--- src/rtl/nvdla_rt_csb_pipe.sv ---
// ============================================================================
// Module   : nvdla_rt_csb_pipe
// Brief    : CSB retiming pipe with request backpressure, response delay line
//            and an outstanding-response throttle.
// Revision : 1.0
// ============================================================================
`default_nettype none

module nvdla_rt_csb_pipe #(
  parameter int REQ_W       = 63,
  parameter int RESP_W      = 34,
  parameter int REQ_STAGES  = 3,
  parameter int RESP_STAGES = 3,
  parameter int MAX_OUT     = 4,
  parameter int WR_BIT      = 54,
  parameter int NP_BIT      = 55
) (
  input  logic                             nvdla_core_clk,
  input  logic                             nvdla_core_rst,
  input  logic                             req_src_pvld,
  output logic                             req_src_prdy,
  input  logic [REQ_W-1:0]                 req_src_pd,
  output logic                             req_dst_pvld,
  input  logic                             req_dst_prdy,
  output logic [REQ_W-1:0]                 req_dst_pd,
  input  logic                             resp_src_valid,
  input  logic [RESP_W-1:0]                resp_src_pd,
  output logic                             resp_dst_valid,
  output logic [RESP_W-1:0]                resp_dst_pd,
  output logic [$clog2(MAX_OUT+1)-1:0]     outstanding,
  output logic                             err_unexp_resp
);

  localparam int                 c_cnt_w   = $clog2(MAX_OUT + 1);
  localparam logic [c_cnt_w-1:0] c_max_out = c_cnt_w'(MAX_OUT);
  localparam logic [c_cnt_w-1:0] c_one     = c_cnt_w'(1);

  logic [REQ_STAGES-1:0]  r_req_vld;
  logic [REQ_W-1:0]       r_req_pd    [REQ_STAGES];
  logic [REQ_STAGES:0]    w_req_rdy;
  logic [REQ_STAGES-1:0]  w_req_up_vld;
  logic [REQ_W-1:0]       w_req_up_pd [REQ_STAGES];

  logic [RESP_STAGES-1:0] r_rsp_vld;
  logic [RESP_W-1:0]      r_rsp_pd    [RESP_STAGES];

  logic [c_cnt_w-1:0]     r_outstanding;
  logic                   r_err;
  logic                   w_accept;
  logic                   w_inc;
  logic                   w_dec;

  // Ready ripples from the slave back toward stage 0 so bubbles collapse.
  always_comb begin
    w_req_rdy             = '0;
    w_req_rdy[REQ_STAGES] = req_dst_prdy;
    for (int i = REQ_STAGES - 1; i >= 0; i--) begin
      w_req_rdy[i] = !r_req_vld[i] || w_req_rdy[i+1];
    end
  end

  assign req_src_prdy = !nvdla_core_rst && w_req_rdy[0] && (r_outstanding != c_max_out);
  assign w_accept     = req_src_pvld && req_src_prdy;

  always_comb begin
    w_req_up_vld    = '0;
    w_req_up_vld[0] = w_accept;
    w_req_up_pd[0]  = req_src_pd;
    for (int i = 1; i < REQ_STAGES; i++) begin
      w_req_up_vld[i] = r_req_vld[i-1];
      w_req_up_pd[i]  = r_req_pd[i-1];
    end
  end

  always_ff @(posedge nvdla_core_clk or posedge nvdla_core_rst) begin
    if (nvdla_core_rst) begin
      r_req_vld <= '0;
    end else begin
      for (int i = 0; i < REQ_STAGES; i++) begin
        if (w_req_rdy[i]) r_req_vld[i] <= w_req_up_vld[i];
      end
    end
  end

  always_ff @(posedge nvdla_core_clk) begin
    for (int i = 0; i < REQ_STAGES; i++) begin
      if (w_req_rdy[i] && w_req_up_vld[i]) r_req_pd[i] <= w_req_up_pd[i];
    end
  end

  assign req_dst_pvld = r_req_vld[REQ_STAGES-1];
  assign req_dst_pd   = r_req_pd[REQ_STAGES-1];

  // Responses cannot be stalled, so this is a plain delay line.
  always_ff @(posedge nvdla_core_clk or posedge nvdla_core_rst) begin
    if (nvdla_core_rst) begin
      r_rsp_vld <= '0;
    end else begin
      r_rsp_vld[0] <= resp_src_valid;
      for (int j = 1; j < RESP_STAGES; j++) begin
        r_rsp_vld[j] <= r_rsp_vld[j-1];
      end
    end
  end

  always_ff @(posedge nvdla_core_clk) begin
    if (resp_src_valid) r_rsp_pd[0] <= resp_src_pd;
    for (int j = 1; j < RESP_STAGES; j++) begin
      if (r_rsp_vld[j-1]) r_rsp_pd[j] <= r_rsp_pd[j-1];
    end
  end

  assign resp_dst_valid = r_rsp_vld[RESP_STAGES-1];
  assign resp_dst_pd    = r_rsp_pd[RESP_STAGES-1];

  // Posted writes never produce a response and so never count.
  assign w_inc = w_accept && (!req_src_pd[WR_BIT] || req_src_pd[NP_BIT]);
  assign w_dec = resp_dst_valid;

  always_ff @(posedge nvdla_core_clk or posedge nvdla_core_rst) begin
    if (nvdla_core_rst) begin
      r_outstanding <= '0;
      r_err         <= 1'b0;
    end else if (w_inc && !w_dec) begin
      r_outstanding <= r_outstanding + c_one;
    end else if (w_dec && !w_inc) begin
      if (r_outstanding == '0) r_err         <= 1'b1;
      else                     r_outstanding <= r_outstanding - c_one;
    end
  end

  assign outstanding    = r_outstanding;
  assign err_unexp_resp = r_err;

endmodule

`default_nettype wire

--- config.mk ---
export PLATFORM = sky130hd
export DESIGN_NAME = nvdla_rt_csb_pipe
export DESIGN_NICKNAME = d
export VERILOG_FILES = /design/src/rtl/nvdla_rt_csb_pipe.sv
export SDC_FILE = /design/constraint.sdc
export NUM_CORES = 1
export LEC_CHECK = 0
export CORE_UTILIZATION = 35
export DETAILED_ROUTE_END_ITERATION = 16
export SLEW_MARGIN = 20
export SYNTH_ARGS = -nofsm -noshare
export SYNTH_HDL_FRONTEND = slang
export SYNTH_SLANG_ARGS = --single-unit
export TNS_END_PERCENT = 10
--- constraint.sdc ---
create_clock -name nvdla_core_clk -period 5.1 [get_ports nvdla_core_clk]
set_input_delay 1.02 -clock nvdla_core_clk [delete_from_list [all_inputs] [get_ports nvdla_core_clk]]
set_output_delay 1.02 -clock nvdla_core_clk [all_outputs]
set_load 0.05 [all_outputs]
# --- Word level (Yosys, flattened, before mapping) ---
# Memory sizes are Yosys's and may differ from the RTL's.
# Cells that the tools add are included.
word_totals:
  wordCells: 52
  mem_count: 2
  ff_bits: 10
  out_inout_bits: 104
  ram_bits: 291
  input_bits: 102
memory_table:
  columns: ["name", "depth", "word_bits", "read_ports", "rd_clocked_by_memory_dff", "wr", "line_no", "text"]
  rows:
  - ["r_req_pd", 3, 63, 3, 0, 3, "39", "logic [REQ_W-1:0] r_req_pd [REQ_STAGES];"]
  - ["r_rsp_pd", 3, 34, 3, 0, 3, "45", "logic [RESP_W-1:0] r_rsp_pd [RESP_STAGES];"]
op_classes:
  n_reduce_logical: 24
  n_bitwise: 1
  mux: 15
  addsub: 2
  eq_ne: 2
ops:
  columns: ["op", "count"]
  rows:
  - ["$mux 1", 12]
  - ["$logic_and 1x1->1", 9]
  - ["$mux 3", 3]
  - ["$logic_not 1->1", 7]
  - ["$logic_or 1x1->1", 4]
  - ["$add 3x1->3 const B", 1]
  - ["$logic_not 3->1", 1]
  - ["$ne 3x3->1 const B", 1]
  - ["$reduce_and 3->1", 1]
  - ["$sub 3x1->3 const B", 1]
  - ["$ne 2x2->1 const B", 1]
  - ["$reduce_and 2->1", 1]
  - ["$reduce_bool 2->1", 1]
  - ["$not 1->1", 1]

# --- Logic depth before layout (Yosys ltp) ---
# Gate-level depths: netlist of run 1.
depth:
  depth_word: 12
  depth_mapped: 9
  depth_no_buf: 9

# --- Worst setup path before layout of run 1 ---
# Ideal clock, no wire load.
synth_timing:
  path_kind: "input to register"
  from: "input req_dst_prdy"
  to: "memory r_req_pd[1][37] (netlist: r_req_pd[0][100]) (enable)"
  n_path_buf: 0
  stages: 2
  setup_time_ns: 0.492
  t_arrival_ns: 4.048
  setup_slack_ns: 0.560
  t_required_ns: 4.608
  cell_sequence: "and3b_4 nor2b_1"
synth_rtl:
  columns: ["element", "line_no", "text"]
  rows:
  - ["start, declared", "24", "input logic req_dst_prdy,"]
  - ["end, declared", "39", null]

# --- Worst setup path after layout of run 1 ---
layout_timing:
  from: "input req_dst_prdy"
  to: "output req_src_prdy"
layout_via:
  elab_chain_len: 5
layout_lines:
  columns: ["element", "line_no", "text"]
  rows:
  - ["$logic_or 1x1->1 (3 in series)", "58", "w_req_rdy[i] = !r_req_vld[i] || w_req_rdy[i+1];"]
  - ["$logic_and 1x1->1 (2 in series)", "62", "assign req_src_prdy = !nvdla_core_rst && w_req_rdy[0] && (r_outstanding != c_max_out);"]
  - ["end, declared", "21", "output logic req_src_prdy,"]
# Every way passes these cells.

==> summary.txt, run 1 <==
Run status
  • Outcome: completed

Final layout
  • Design area: 0.0129 mm2
  • Layout cells sized above 1: 9.29%
  • Layout Cells excl Fill: 982
  • Final #Nets: 684
  • Layout area overhead: 28.9%

Die
  • Vert. Die Dim: 171 um
  • Initial core utilization: 35.7%
  • IO Pins: 206
  • Die span in x: 171 um
  • Die area: 0.0292 mm2
  • Core area: 0.0279 mm2
  • Row cnt: 61

STA
  • Slew Limit Fails: 0
  • Final period util: 76.8%
  • RSZ-0062 raised after global routing: no
  • Final Hold Fails: 0
  • Final hold slack: 391 ps
  • Final Setup Violations: 0
  • Setup TNS: 0 ps
  • Slew Limit Headroom: 44.2%
  • Slew at the pin closest to its max-slew limit: 837 ps
  • Layout Skew: 22.0 ps
  • Fin crit period: 3920 ps
  • Fmax: 0.255 GHz

Placed design
  • Placed cells: 924
  • GPL Wtd Cong: 0.761
  • Dpl cell area: 0.0118 mm2
  • Buffers on Ports: 205
  • Post-DP HPWL: 10.5 mm

Worst hold path
  • Min-Delay Path Class: register to register
  • Hold_sp: r_rsp_vld[0]$_DFF_PP0_

Worst setup path
  • Crit. End Element: output pin
  • RR Startpoint: r_req_vld[1]$_DFFE_PP0P_
  • Worst-path fanout max: 4
  • Critical path origin: req_dst_prdy
  • Worst Path Required: 4080 ps
  • Crit start category: input pin
  • WP data arrival: 2900 ps
  • Crit path kind: input pin to output pin

Clock tree
  • Hold_buf cts: 0
  • CTS clk-pin slew, worst paths: 60 ps
  • H-tree levels: 1
  • Bufs on Longest Clock Path: 3
  • CTS resizes: 0
  • Post-CTS Setup Bufs: 0
  • TritonCTS Sinks: 301
  • Clk_lat worst skew: 560 ps
  • Clock root buffer master: clkbuf_16
  • Num CTS Buffers: 31
  • CTS tree: done

Global route
  • Total grt overflow: 0
  • Number of global-route vias before repair: 4249
  • Total track usage: 11.1%
  • Initial antenna violation count: 4
  • Largest net degree at the start of global routing: 64
  • Global-route wire length before repair: 24.2 mm

Route
  • Via/cell ratio: 4.16
  • Initial DRT Pass Iterations: 4
  • Wire length per cell: 16.6 um
  • Routed Antenna Nets: 0
  • Drt total wl: 16.3 mm
  • DR DRC count: 0
  • DRT iter0 DRCs: 250
  • Via count: 4083

Logic synthesis
  • Avg Inst Size Synth: 23.1 um2
  • Post-Syn Instances: 432
  • Post-Syn Area: 0.00997 mm2
  • Synth cell types: 27
  • Synthesized net count: 537
  • Yosys warns: 0
  • Flops & latches, synth: 301
  • Sequential-to-total area share from yosys stat: 90.1%

Power
  • Max rail drop VDD: 312 uV
  • P_leak: 4.32 nW
  • PwrDens: 481 mW/mm2

Flow run
  • Max-Cap Viols: 0
-- metrics by stage --
step                      total power [mW]  worst slack (ps)  util (%)
after floorplan                       3.75               560         -
after global placement                3.98              1210      42.4
after detailed placement              4.01              1180      42.4
after CTS                             6.26              1180      46.0
after global routing                  6.41              1110      46.0
final                                 6.18              1180      46.0
-- layout make-up --
type	instances	area, um2
antenna	1	2.50
clock buffer	39	806
clock inverter	18	208
fill	2352	15100
inverter	4	15.0
multi-input combinational	30	249
sequential	301	8990
tap	378	473
timing repair buffer	211	2110
-- critical path, cell delays in order --
cell and delay [ps]:
clkdlybuf4s50_1 470, and3b_4 230, a221oi_4 320, clkdlybuf4s50_1 850
-- Yosys cell counts --
cell / n / area share (%)
a21o_1: 1 / 0.075
a21oi_1: 1 / 0.050
a221oi_4: 1 / 0.26
a22o_1: 1 / 0.088
a31o_2: 1 / 0.088
and2_1: 2 / 0.13
and3_1: 1 / 0.063
and3b_4: 1 / 0.13
buf_4: 97 / 7.3
dfrtp_1: 10 / 2.5
edfxtp_1: 291 / 88
fa_1: 1 / 0.20
ha_1: 2 / 0.25
inv_1: 4 / 0.15
nand2_1: 1 / 0.038
nand2b_1: 3 / 0.19
nand3_1: 1 / 0.050
nor2_1: 2 / 0.075
nor2b_1: 1 / 0.063
nor3_1: 3 / 0.15
o21a_1: 1 / 0.075
o21ai_0: 1 / 0.050
o22a_1: 1 / 0.088
o31ai_1: 1 / 0.075
or2_0: 1 / 0.063
or2_2: 1 / 0.063
xor2_1: 1 / 0.088
-- routing by layer --
layer	global-route usage, %	part of all wire, %	vias up
met4	3.37	2.8	6
li1	-	-	1844
met3	5.85	13	41
met5	0	0.22	-
met1	13.8	41	2002
met2	16.8	43	190
-- path summary, 6_finish.rpt --
path                                              end  slack, ps  cells after the start
min in group asynchronous  outstanding[1]$_DFFE_PP0P_        860                      2
min reg2reg                    r_rsp_vld[1]$_DFF_PP0_        390                      0
max in group asynchronous    r_req_vld[2]$_DFFE_PP0P_       3940                      2
max reg2reg                outstanding[2]$_DFFE_PP0P_       2480                      9
max                                      req_src_prdy       1180                      4
min                            r_rsp_vld[1]$_DFF_PP0_        390                      0
-- where the power goes --
group | internal, mW | total (mW) | switching (mW)
combinational | 0.270 | 0.819 | 0.549
clock | 1.32 | 2.23 | 0.904
sequential | 3.04 | 3.13 | 0.0896
total | 4.63 | 6.18 | 1.54
-- registers in the layout, indices dropped and copies added, names as in the netlist --
register	count
r_rsp_vld	3
err_unexp_resp	1
r_req_pd	189
r_rsp_pd	102
outstanding	3
r_req_vld	3
-- kinds of logic (layout without fill, tap and decap cells) --
family                   count (synthesis)  count (layout)  synth area share, %
other                                    0               1                    0
AND/OR/NAND/NOR                         17              17                 1.00
adder cells (fa/ha/maj)                  3               3                0.452
XOR/XNOR                                 1               1               0.0879
flip-flops                             301             301                 90.1
AO/OA/AOI/OAI                            9               9                0.853
buffers and inverters                  101             272                 7.45
-- cells in the final DEF (no fill, tap or decap), drive strengths merged, types with 2 or more instances in the layout --
cell type	n
inv	7
buf	6
and2	2
clkinv	10
edfxtp	291
clkbuf	39
clkdlybuf4s50	205
bufinv	4
or2	2
nor3	3
nor2	2
dfrtp	10
ha	2
nand2b	3
Power figures use the tool's default switching activity.
==> inputs of run 2 (changes only) <==
Clock period 5.1 ns to 3.7 ns, I/O delays scaled along.
==> run 2 against run 1 <==
Net effect: die area unchanged; register-to-register slack got worse by 1400 ps; power increased by 37%; non-clock buffer count increased by 1; wire length decreased by 2.3%; critical endpoint is now outstanding[2]$_DFFE_PP0P_; largest cell class unchanged; highest routed layer unchanged.
==> summary.txt, run 2 (same netlist as run 1, synthesis figures left out) <==
STA
  • Slew at the pin closest to its max-slew limit: 814 ps (-22.8 ps)
  • Final Setup Violations: 0 (unchanged)
  • Fmax: 0.343 GHz
  • Fin crit period: 2920 ps
  • Final worst slack: 784 ps (-399 ps)
  • Final hold slack: 379 ps (-11.8 ps)
  • Final period util: 78.8%
  • Slew Limit Headroom: 45.7% (+1.5 points)
  • Final Hold Fails: 0 (unchanged)
  • RSZ-0062 raised after global routing: no
  • Setup TNS: 0 ps (unchanged)
  • Slew Limit Fails: 0 (unchanged)
  • Layout Skew: 10.9 ps (-11.0 ps)

Global route
  • Total grt overflow: 0 (unchanged)
  • Initial antenna violation count: 5 (+1)
  • Total track usage: 10.5% (-0.59 points)
  • Global-route wire length before repair: 22.8 mm (-5.8%)
  • Number of global-route vias before repair: 3973 (-6.5%)
  • Largest net degree at the start of global routing: 64 (unchanged)

Final layout
  • Most flops, register: r_req_pd
  • Max reg flops: 189 (unchanged)
  • Final Util: 46.0% (about the same)
  • Layout Cells excl Fill: 982 (unchanged)
  • Largest registers: r_req_pd x189, r_rsp_pd x102
  • Design area: 0.0129 mm2 (about the same)
  • Commonest non-fill, non-tap cells in the layout: edfxtp_1, clkdlybuf4s50_1, clkbuf_16
  • Final #Nets: 684 (unchanged)
  • Layout area overhead: 29.0% (about the same)
  • Most common cell after layout, fill and taps aside: edfxtp_1
  • Layout cells sized above 1: 9.97% (+0.68 points)

Clock tree
  • Clock root buffer master: clkbuf_16
  • Bufs on Longest Clock Path: 3 (unchanged)
  • Post-CTS Setup Bufs: 0 (unchanged)
  • Clk_lat worst skew: 540 ps (-20 ps)
  • CTS clk-pin slew, worst paths: 60 ps (about the same)
  • CTS tree: done
  • H-tree levels: 1 (unchanged)
  • Num CTS Buffers: 30 (-3.2%)
  • TritonCTS Sinks: 301 (unchanged)
  • Hold_buf cts: 0 (unchanged)
  • CTS resizes: 0 (unchanged)

Placed design
  • Buffers on Ports: 205 (unchanged)
  • Post-DP HPWL: 10.6 mm (+0.66%)
  • Dpl cell area: 0.0119 mm2 (+0.15%)
  • Dpl ws: 241 ps (-943 ps)
  • GPL Wtd Cong: 0.735 (-3.5%)
  • Placed cells: 925 (+0.11%)

Die
  • Core area: 0.0279 mm2 (unchanged)
  • Die span in x: 171 um (unchanged)
  • Die area: 0.0292 mm2 (unchanged)
  • Row cnt: 61 (unchanged)
  • IO Pins: 206 (unchanged)
  • Initial core utilization: 35.7% (unchanged)
  • Vert. Die Dim: 171 um (unchanged)

Run status
  • Outcome: completed

Power
  • PwrDens: 658 mW/mm2 (+37%)
  • Final Total Pwr: 8.46 mW (+37%)
  • P_leak: 4.32 nW (about the same)
  • Max rail drop VDD: 374 uV (+20%)

Worst setup path
  • Crit path kind: input pin to register
  • Crit start category: input pin
  • Worst-path fanout max: 6 (+2)
  • Crit. End Element: register
  • Worst Path Required: 4140 ps (+60 ps)
  • WP data arrival: 3350 ps (+450 ps)

Route
  • DRT iter0 DRCs: 214 (-14%)
  • Wire length per cell: 16.2 um (-2.3%)
  • Drt total wl: 15.9 mm (-2.3%)
  • Initial DRT Pass Iterations: 4 (unchanged)
  • Via count: 3971 (-2.7%)
  • Via/cell ratio: 4.04 (-2.7%)
  • DR DRC count: 0 (unchanged)
  • Routed Antenna Nets: 0 (unchanged)

Worst hold path
  • Min-Delay Path Class: register to register

Flow run
  • Max-Cap Viols: 0 (unchanged)
## run 2: path summary, 6_finish.rpt
path                                           from                    endpoint  slack (ps)  cells after the start
setup / recovery                       req_dst_prdy  outstanding[2]$_DFFE_PP0P_         780                     10
hold / removal               r_rsp_vld[1]$_DFF_PP0_      r_rsp_vld[2]$_DFF_PP0_         380                      0
setup reg to reg           r_req_vld[2]$_DFFE_PP0P_  outstanding[2]$_DFFE_PP0P_        1070                      9
hold reg to reg              r_rsp_vld[1]$_DFF_PP0_      r_rsp_vld[2]$_DFF_PP0_         380                      0
max in group asynchronous            nvdla_core_rst      r_rsp_vld[1]$_DFF_PP0_        2780                      2
min in group asynchronous            nvdla_core_rst    r_req_vld[1]$_DFFE_PP0P_         620                      2
## run 2: area by class of cell
type / count / area [um2]
Tap cell: 378 / 473
Fill cell: 2356 / 15100
Antenna cell: 2 / 5.00
Multi-Input combinational cell: 30 / 249
Clock buffer: 35 / 791
Sequential cell: 301 / 8990
Timing Repair Buffer: 212 / 2130
Inverter: 4 / 15.0
Clock inverter: 20 / 210
## run 2: per-layer routing
metal	vias to the layer above	wire length, um	global-route usage, %
li1	1845	-	-
met1	1888	6600	13.1
met2	195	6480	14.7
met3	37	2510	6.99
met4	6	306	3.21
met5	-	42	0
## run 2: worst max-delay path, stage by stage
cell             delay, ps
clkdlybuf4s50_1        460
and3b_4                230
a221oi_4               330
and3_1                 210
ha_1                   260
inv_1                   80
fa_1                   420
or2_0                  230
o21a_1                 180
o31ai_1                210
## run 2: power by group
part	total (mW)	internal, mW	switching, mW
registers	4.31	4.19	0.118
logic	1.14	0.381	0.758
clock network	3.02	1.81	1.21
